**config.mk**
```make
export PLATFORM = sky130hd
export DESIGN_NAME = tinyalu_arbiter
export DESIGN_NICKNAME = d
export VERILOG_FILES = /design/src/rtl/tinyalu_arbiter.sv
export SDC_FILE = /design/constraint.sdc
export NUM_CORES = 1
export LEC_CHECK = 0
export CAP_MARGIN = 15
export CORE_ASPECT_RATIO = 1.5
export CORE_MARGIN = 2
export CORE_UTILIZATION = 35
export CTS_BUF_LIST = sky130_fd_sc_hd__clkbuf_2
export CTS_CLUSTER_SIZE = 10
export DETAILED_ROUTE_END_ITERATION = 16
export GPL_ROUTABILITY_DRIVEN = 0
export PLACE_DENSITY = 0.75
export SYNTH_ARGS = -nofsm -noshare
export SYNTH_HDL_FRONTEND = slang
export SYNTH_SLANG_ARGS = --single-unit
export TNS_END_PERCENT = 10
```
**constraint.sdc**
```tcl
create_clock -name clk -period 2.5 [get_ports clk]
set_input_delay 0.5 -clock clk [delete_from_list [all_inputs] [get_ports clk]]
set_output_delay 0.5 -clock clk [all_outputs]
set_load 0.005 [all_outputs]
```
**src/rtl/tinyalu_arbiter.sv**
```systemverilog
// Round-robin arbiter sharing one TinyALU between N_REQ requesters.
// no_op and illegal opcodes complete locally; a watchdog aborts operations whose done never arrives.
module tinyalu_arbiter #(
    parameter int unsigned N_REQ   = 4,
    parameter int unsigned TIMEOUT = 16
) (
    input  logic                 clk,
    input  logic                 reset_n,
    input  logic [N_REQ-1:0]     req_valid,
    output logic [N_REQ-1:0]     req_ready,
    input  logic [8*N_REQ-1:0]   req_a,
    input  logic [8*N_REQ-1:0]   req_b,
    input  logic [3*N_REQ-1:0]   req_op,
    output logic [N_REQ-1:0]     rsp_valid,
    output logic [15:0]          rsp_result,
    output logic                 rsp_err,
    output logic                 alu_start,
    output logic [7:0]           alu_a,
    output logic [7:0]           alu_b,
    output logic [2:0]           alu_op,
    input  logic                 alu_done,
    input  logic [15:0]          alu_result
);

    localparam int unsigned PW = (N_REQ > 1) ? $clog2(N_REQ) : 1;
    localparam int unsigned WW = $clog2(TIMEOUT);

    typedef enum logic [1:0] {
        S_IDLE = 2'd0,
        S_BUSY = 2'd1,
        S_RESP = 2'd2
    } state_t;

    state_t            r_state;
    state_t            w_next;
    logic [PW-1:0]     r_ptr;
    logic [WW-1:0]     r_wdog;
    logic              r_alu_start;
    logic [7:0]        r_alu_a;
    logic [7:0]        r_alu_b;
    logic [2:0]        r_alu_op;
    logic [N_REQ-1:0]  r_rsp_valid;
    logic [15:0]       r_rsp_result;
    logic              r_rsp_err;

    logic              w_found;
    logic [PW-1:0]     w_gnt_idx;
    logic [PW-1:0]     w_cand;
    logic [N_REQ-1:0]  w_gnt_oh;
    logic [N_REQ-1:0]  w_ptr_oh;
    logic [7:0]        w_sel_a;
    logic [7:0]        w_sel_b;
    logic [2:0]        w_sel_op;
    logic              w_legal;
    logic              w_illegal;
    logic              w_accept;
    logic              w_timeout;
    logic [N_REQ-1:0]  w_rsp_mask;
    logic [15:0]       w_rsp_res;
    logic              w_rsp_err;

    // Round-robin search starting just after the last granted requester
    always_comb begin
        w_found   = 1'b0;
        w_gnt_idx = '0;
        w_cand    = '0;
        for (int unsigned i = 1; i <= N_REQ; i++) begin
            w_cand = PW'((32'(r_ptr) + i) % N_REQ);
            if (!w_found && req_valid[w_cand]) begin
                w_found   = 1'b1;
                w_gnt_idx = w_cand;
            end
        end
    end

    assign w_gnt_oh  = {{(N_REQ-1){1'b0}}, 1'b1} << w_gnt_idx;
    assign w_ptr_oh  = {{(N_REQ-1){1'b0}}, 1'b1} << r_ptr;
    assign w_sel_a   = req_a[32'(w_gnt_idx) * 8 +: 8];
    assign w_sel_b   = req_b[32'(w_gnt_idx) * 8 +: 8];
    assign w_sel_op  = req_op[32'(w_gnt_idx) * 3 +: 3];
    assign w_legal   = (w_sel_op >= 3'd1) && (w_sel_op <= 3'd4);
    assign w_illegal = (w_sel_op >= 3'd5);
    assign w_accept  = (r_state == S_IDLE) && w_found;
    assign w_timeout = (r_state == S_BUSY) && (r_wdog == WW'(TIMEOUT - 1));

    // State register
    always_ff @(posedge clk) begin
        if (!reset_n) begin
            r_state <= S_IDLE;
        end else begin
            r_state <= w_next;
        end
    end

    // Next-state logic; done takes priority over the watchdog
    always_comb begin
        w_next = r_state;
        case (r_state)
            S_IDLE: begin
                if (w_found) begin
                    w_next = w_legal ? S_BUSY : S_RESP;
                end
            end
            S_BUSY: begin
                if (alu_done || w_timeout) begin
                    w_next = S_RESP;
                end
            end
            S_RESP:  w_next = S_IDLE;
            default: w_next = S_IDLE;
        endcase
    end

    // Accept pulse and the response payload loaded on entry to RESP
    always_comb begin
        req_ready  = '0;
        w_rsp_mask = w_ptr_oh;
        w_rsp_res  = '0;
        w_rsp_err  = 1'b0;
        if (w_accept) begin
            req_ready = w_gnt_oh;
        end
        if (r_state == S_IDLE) begin
            w_rsp_mask = w_gnt_oh;
            w_rsp_err  = w_illegal;
        end else if (r_state == S_BUSY) begin
            w_rsp_res = alu_done ? alu_result : 16'h0000;
            w_rsp_err = !alu_done;
        end
    end

    // Registered datapath: pointer, ALU drive, watchdog and response bus
    always_ff @(posedge clk) begin
        if (!reset_n) begin
            r_ptr        <= PW'(N_REQ - 1);
            r_wdog       <= '0;
            r_alu_start  <= 1'b0;
            r_alu_a      <= '0;
            r_alu_b      <= '0;
            r_alu_op     <= '0;
            r_rsp_valid  <= '0;
            r_rsp_result <= '0;
            r_rsp_err    <= 1'b0;
        end else begin
            if (w_accept) begin
                r_ptr <= w_gnt_idx;
            end
            if (w_accept && w_legal) begin
                r_alu_a  <= w_sel_a;
                r_alu_b  <= w_sel_b;
                r_alu_op <= w_sel_op;
            end
            r_alu_start <= (w_next == S_BUSY);
            r_wdog      <= ((r_state == S_BUSY) && (w_next == S_BUSY)) ? r_wdog + WW'(1) : '0;
            if (w_next == S_RESP) begin
                r_rsp_valid  <= w_rsp_mask;
                r_rsp_result <= w_rsp_res;
                r_rsp_err    <= w_rsp_err;
            end else begin
                r_rsp_valid  <= '0;
                r_rsp_result <= '0;
                r_rsp_err    <= 1'b0;
            end
        end
    end

    assign rsp_valid  = r_rsp_valid;
    assign rsp_result = r_rsp_result;
    assign rsp_err    = r_rsp_err;
    assign alu_start  = r_alu_start;
    assign alu_a      = r_alu_a;
    assign alu_b      = r_alu_b;
    assign alu_op     = r_alu_op;

endmodule
```
==> results.json <==
{
  "route.detailed.drc": 0,
  "clk_pin_slew_ps": 280,
  "initial_utilization": 0.357,
  "hpwlAfterDp_um": 6130,
  "antenna_found_initial": 0,
  "synth-edff-count": 0,
  "worstSetupPathType": "register to output port",
  "worst_pin_slew_ps": 398,
  "track_usage": 0.188,
  "fin_crit_ps": 2950,
  "path_cells": "nand2b_4 > a2111o_1 > a32oi_2 > nor2_4 > buf_6 > nor4_4 > buf_4 > buf_6",
  "outcome": "complete, but fails checks",
  "synthesis.area_mm2": 0.00282,
  "finalSetupViolCount": 30,
  "netlist-cell-type-count": 45,
  "cts-hold-fix-buffers": 0,
  "cts_tree": "done",
  "yosysWarnings": 0,
  "violations": "setup timing",
  "totalPowerFinal_uw": 5190,
  "clockRootBuffer": "clkbuf_2",
  "dieArea_mm2": 0.00881,
  "h-tree-depth": 2,
  "max_freq_mhz": 339,
  "leakagePower_uw": 0.00199,
  "die_width_um": 77.3,
  "maxSlewViolCount": 0,
  "drv_cap": 0,
  "worstPathRequired_ps": 2000,
  "final_util": 0.610,
  "grt_max_degree": 44,
  "final_nets": 577,
  "ys_ff_latch": 49,
  "coreArea_mm2": 0.00791,
  "finish.instance_area_mm2": 0.00482,
  "post_drt_wl_per_cell_um": 13.9,
  "drt-initial-drc-count": 74,
  "overflow": 0,
  "r2r_slack_ps": -200,
  "area_growth_pct": 70.8,
  "cts_made_buffers": 5,
  "port_buffers": 143,
  "syn_nets": 408,
  "rows": 40,
  "pre_cts_slack_ps": -867,
  "relSlewSlack": 0.734,
  "cp_num_buf_inv": 3,
  "power_density_mw_per_mm2": 1080,
  "fin_skew_ps": 26.3,
  "synth-seq-area-share": 0.348,
  "wirelength_um": 8050,
  "crit_top_cell": "buf_6",
  "antenna_left": 0,
  "crit_slowest_cell": "dfxtp_4",
  "firstDrtPassIters": 4,
  "ir_drop_mv": 0.741,
  "critPathArrivalTime_ps": 2450,
  "crit_fanout": 4,
  "crit_family": "compound AO/OA/AOI/OAI gates",
  "grt_pass1_wl_um": 13400,
  "synth_cells": 304,
  "grt_pass1_vias": 2900,
  "synth_top_flop_cell": "dfxtp_1",
  "clkSinkCount": 49,
  "rsz0062_at_grt": "yes",
  "ios": 144,
  "syn_avg_cell_area_um2": 9.29,
  "dpl_cell_area_mm2": 0.00459,
  "critPathMaxStageDelay_ps": 440,
  "n_antenna_cell": 0,
  "finalWorstSetupSlack_ps": -446,
  "finalHoldViolations": 0,
  "dieHeight_um": 114,
  "endpoint_kind": "output port",
  "period_share": 1.18,
  "vias_per_cell": 4.94,
  "clockBufferDepth": 2,
  "worstSetupStartpointType": "register",
  "drive_above_1_share": 0.222,
  "min_path_type": "register to register",
  "vias": 2863,
  "worstSkewPairLatency_ps": 450,
  "async_flop_share": 0
}
## timing repair
item	4_1_cts	5_1_grt
gates resized for setup	47	3
setup buffers	7	0
pin swaps	10	3
setup endpoints to repair	31	31
## worst reg2reg max path, stage by stage, from the launching register on
cell	delay, ps
dfxtp_4	460
buf_6	120
mux2_2	330
o211ai_1	230
a32oi_2	130
nor2_4	170
buf_4	140
buf_12	200
mux2i_4	290
or2_1	180
buf_12	190
mux2i_1	200
## routing by layer
metal / track usage / share of wire / vias up
li1: - / - / 1415
met1: 0.207 / 0.38 / 1312
met2: 0.344 / 0.54 / 118
met3: 0.0443 / 0.063 / 18
met4: 0.0726 / 0.024 / 0
met5: 0 / 0 / -
## through the flow
stage,hold WS (ps),cells,setup TNS (ps)
floorplan,418,304,-11.4
global route,495,579,-8560
detailed placement,441,564,-21440
global placement,429,564,-19050
finish,470,579,-5340
CTS,473,579,-3430
## cells by family after synthesis
family | Yosys count | share of synthesized area
xor+xnor | 6 | 0.0186
buf+inv | 30 | 0.0554
fa+ha+maj | 5 | 0.0222
compound gates | 46 | 0.125
simple gates | 99 | 0.175
flops | 49 | 0.348
mux | 69 | 0.256
## area by class of cell
type                            instances  area (um^2)
Fill cell                             709         3090
Multi-Input combinational cell        225         1830
Timing Repair Buffer                  187         1810
Sequential cell                        49          986
Tap cell                              105          131
Clock buffer                            5         25.0
Clock inverter                          3         25.0
Inverter                                5         21.3
## layout by cell type (no fill, tap or decap), drive strengths merged, types with 5 or more instances in the layout
cell and count:
nand2 41, clkdlybuf4s50 135, inv 7, dfxtp 49, xor2 5, ha 5, o21ai 6, mux2 22
o211ai 24, mux2i 47, and2 17, buf 47, nor2 17, clkbuf 5
## flip-flops by register name, summed over array words and instances (netlist names)
register	count
r_state	2
alu_start	1
alu_op	3
rsp_err	1
r_ptr	2
alu_a	8
rsp_result	16
r_wdog	4
alu_b	8
rsp_valid	4
## path summary, 6_finish.rpt
kind	cells past startpoint	start	end
worst max-delay path	8	r_ptr[1]$_SDFFE_PN1P_	req_ready[3]
worst max register to register	11	r_ptr[1]$_SDFFE_PN1P_	alu_a[0]$_SDFFE_PN0P_
worst min-delay path	1	r_wdog[0]$_SDFF_PN0_	r_wdog[0]$_SDFF_PN0_
worst min register to register	1	r_wdog[0]$_SDFF_PN0_	r_wdog[0]$_SDFF_PN0_
## where the power goes
| part | leakage [uW] | switching (uW) | internal (uW) |
|---|---|---|---|
| sequential | 0.000400 | 126 | 1030 |
| combinational | 0.00156 | 1630 | 2050 |
| clock | 0.0000300 | 279 | 76.6 |
## Yosys cell counts (2+ instances only)
library cell  number  area share
dfxtp_1           49        0.35
ha_1               5       0.022
o21ai_0            5      0.0089
nand3_1            2      0.0035
nor3b_1            4       0.011
nand2_1           41       0.055
clkbuf_1          12       0.016
mux2i_1           47        0.17
a21oi_1            4      0.0071
or2_2              2      0.0044
o211ai_1          24       0.064
nor4bb_1           2      0.0071
xor2_1             5       0.016
mux2_2            20       0.080
nor4_1             2      0.0044
buf_2              8       0.014
nand2b_1           3      0.0066
nor2_1            17       0.023
and2_1            17       0.038
a31oi_1            2      0.0044
inv_2              2      0.0027
buf_6              4       0.016
nor3_1             3      0.0053
inv_1              3      0.0040
(Power assumes the default switching activity.)
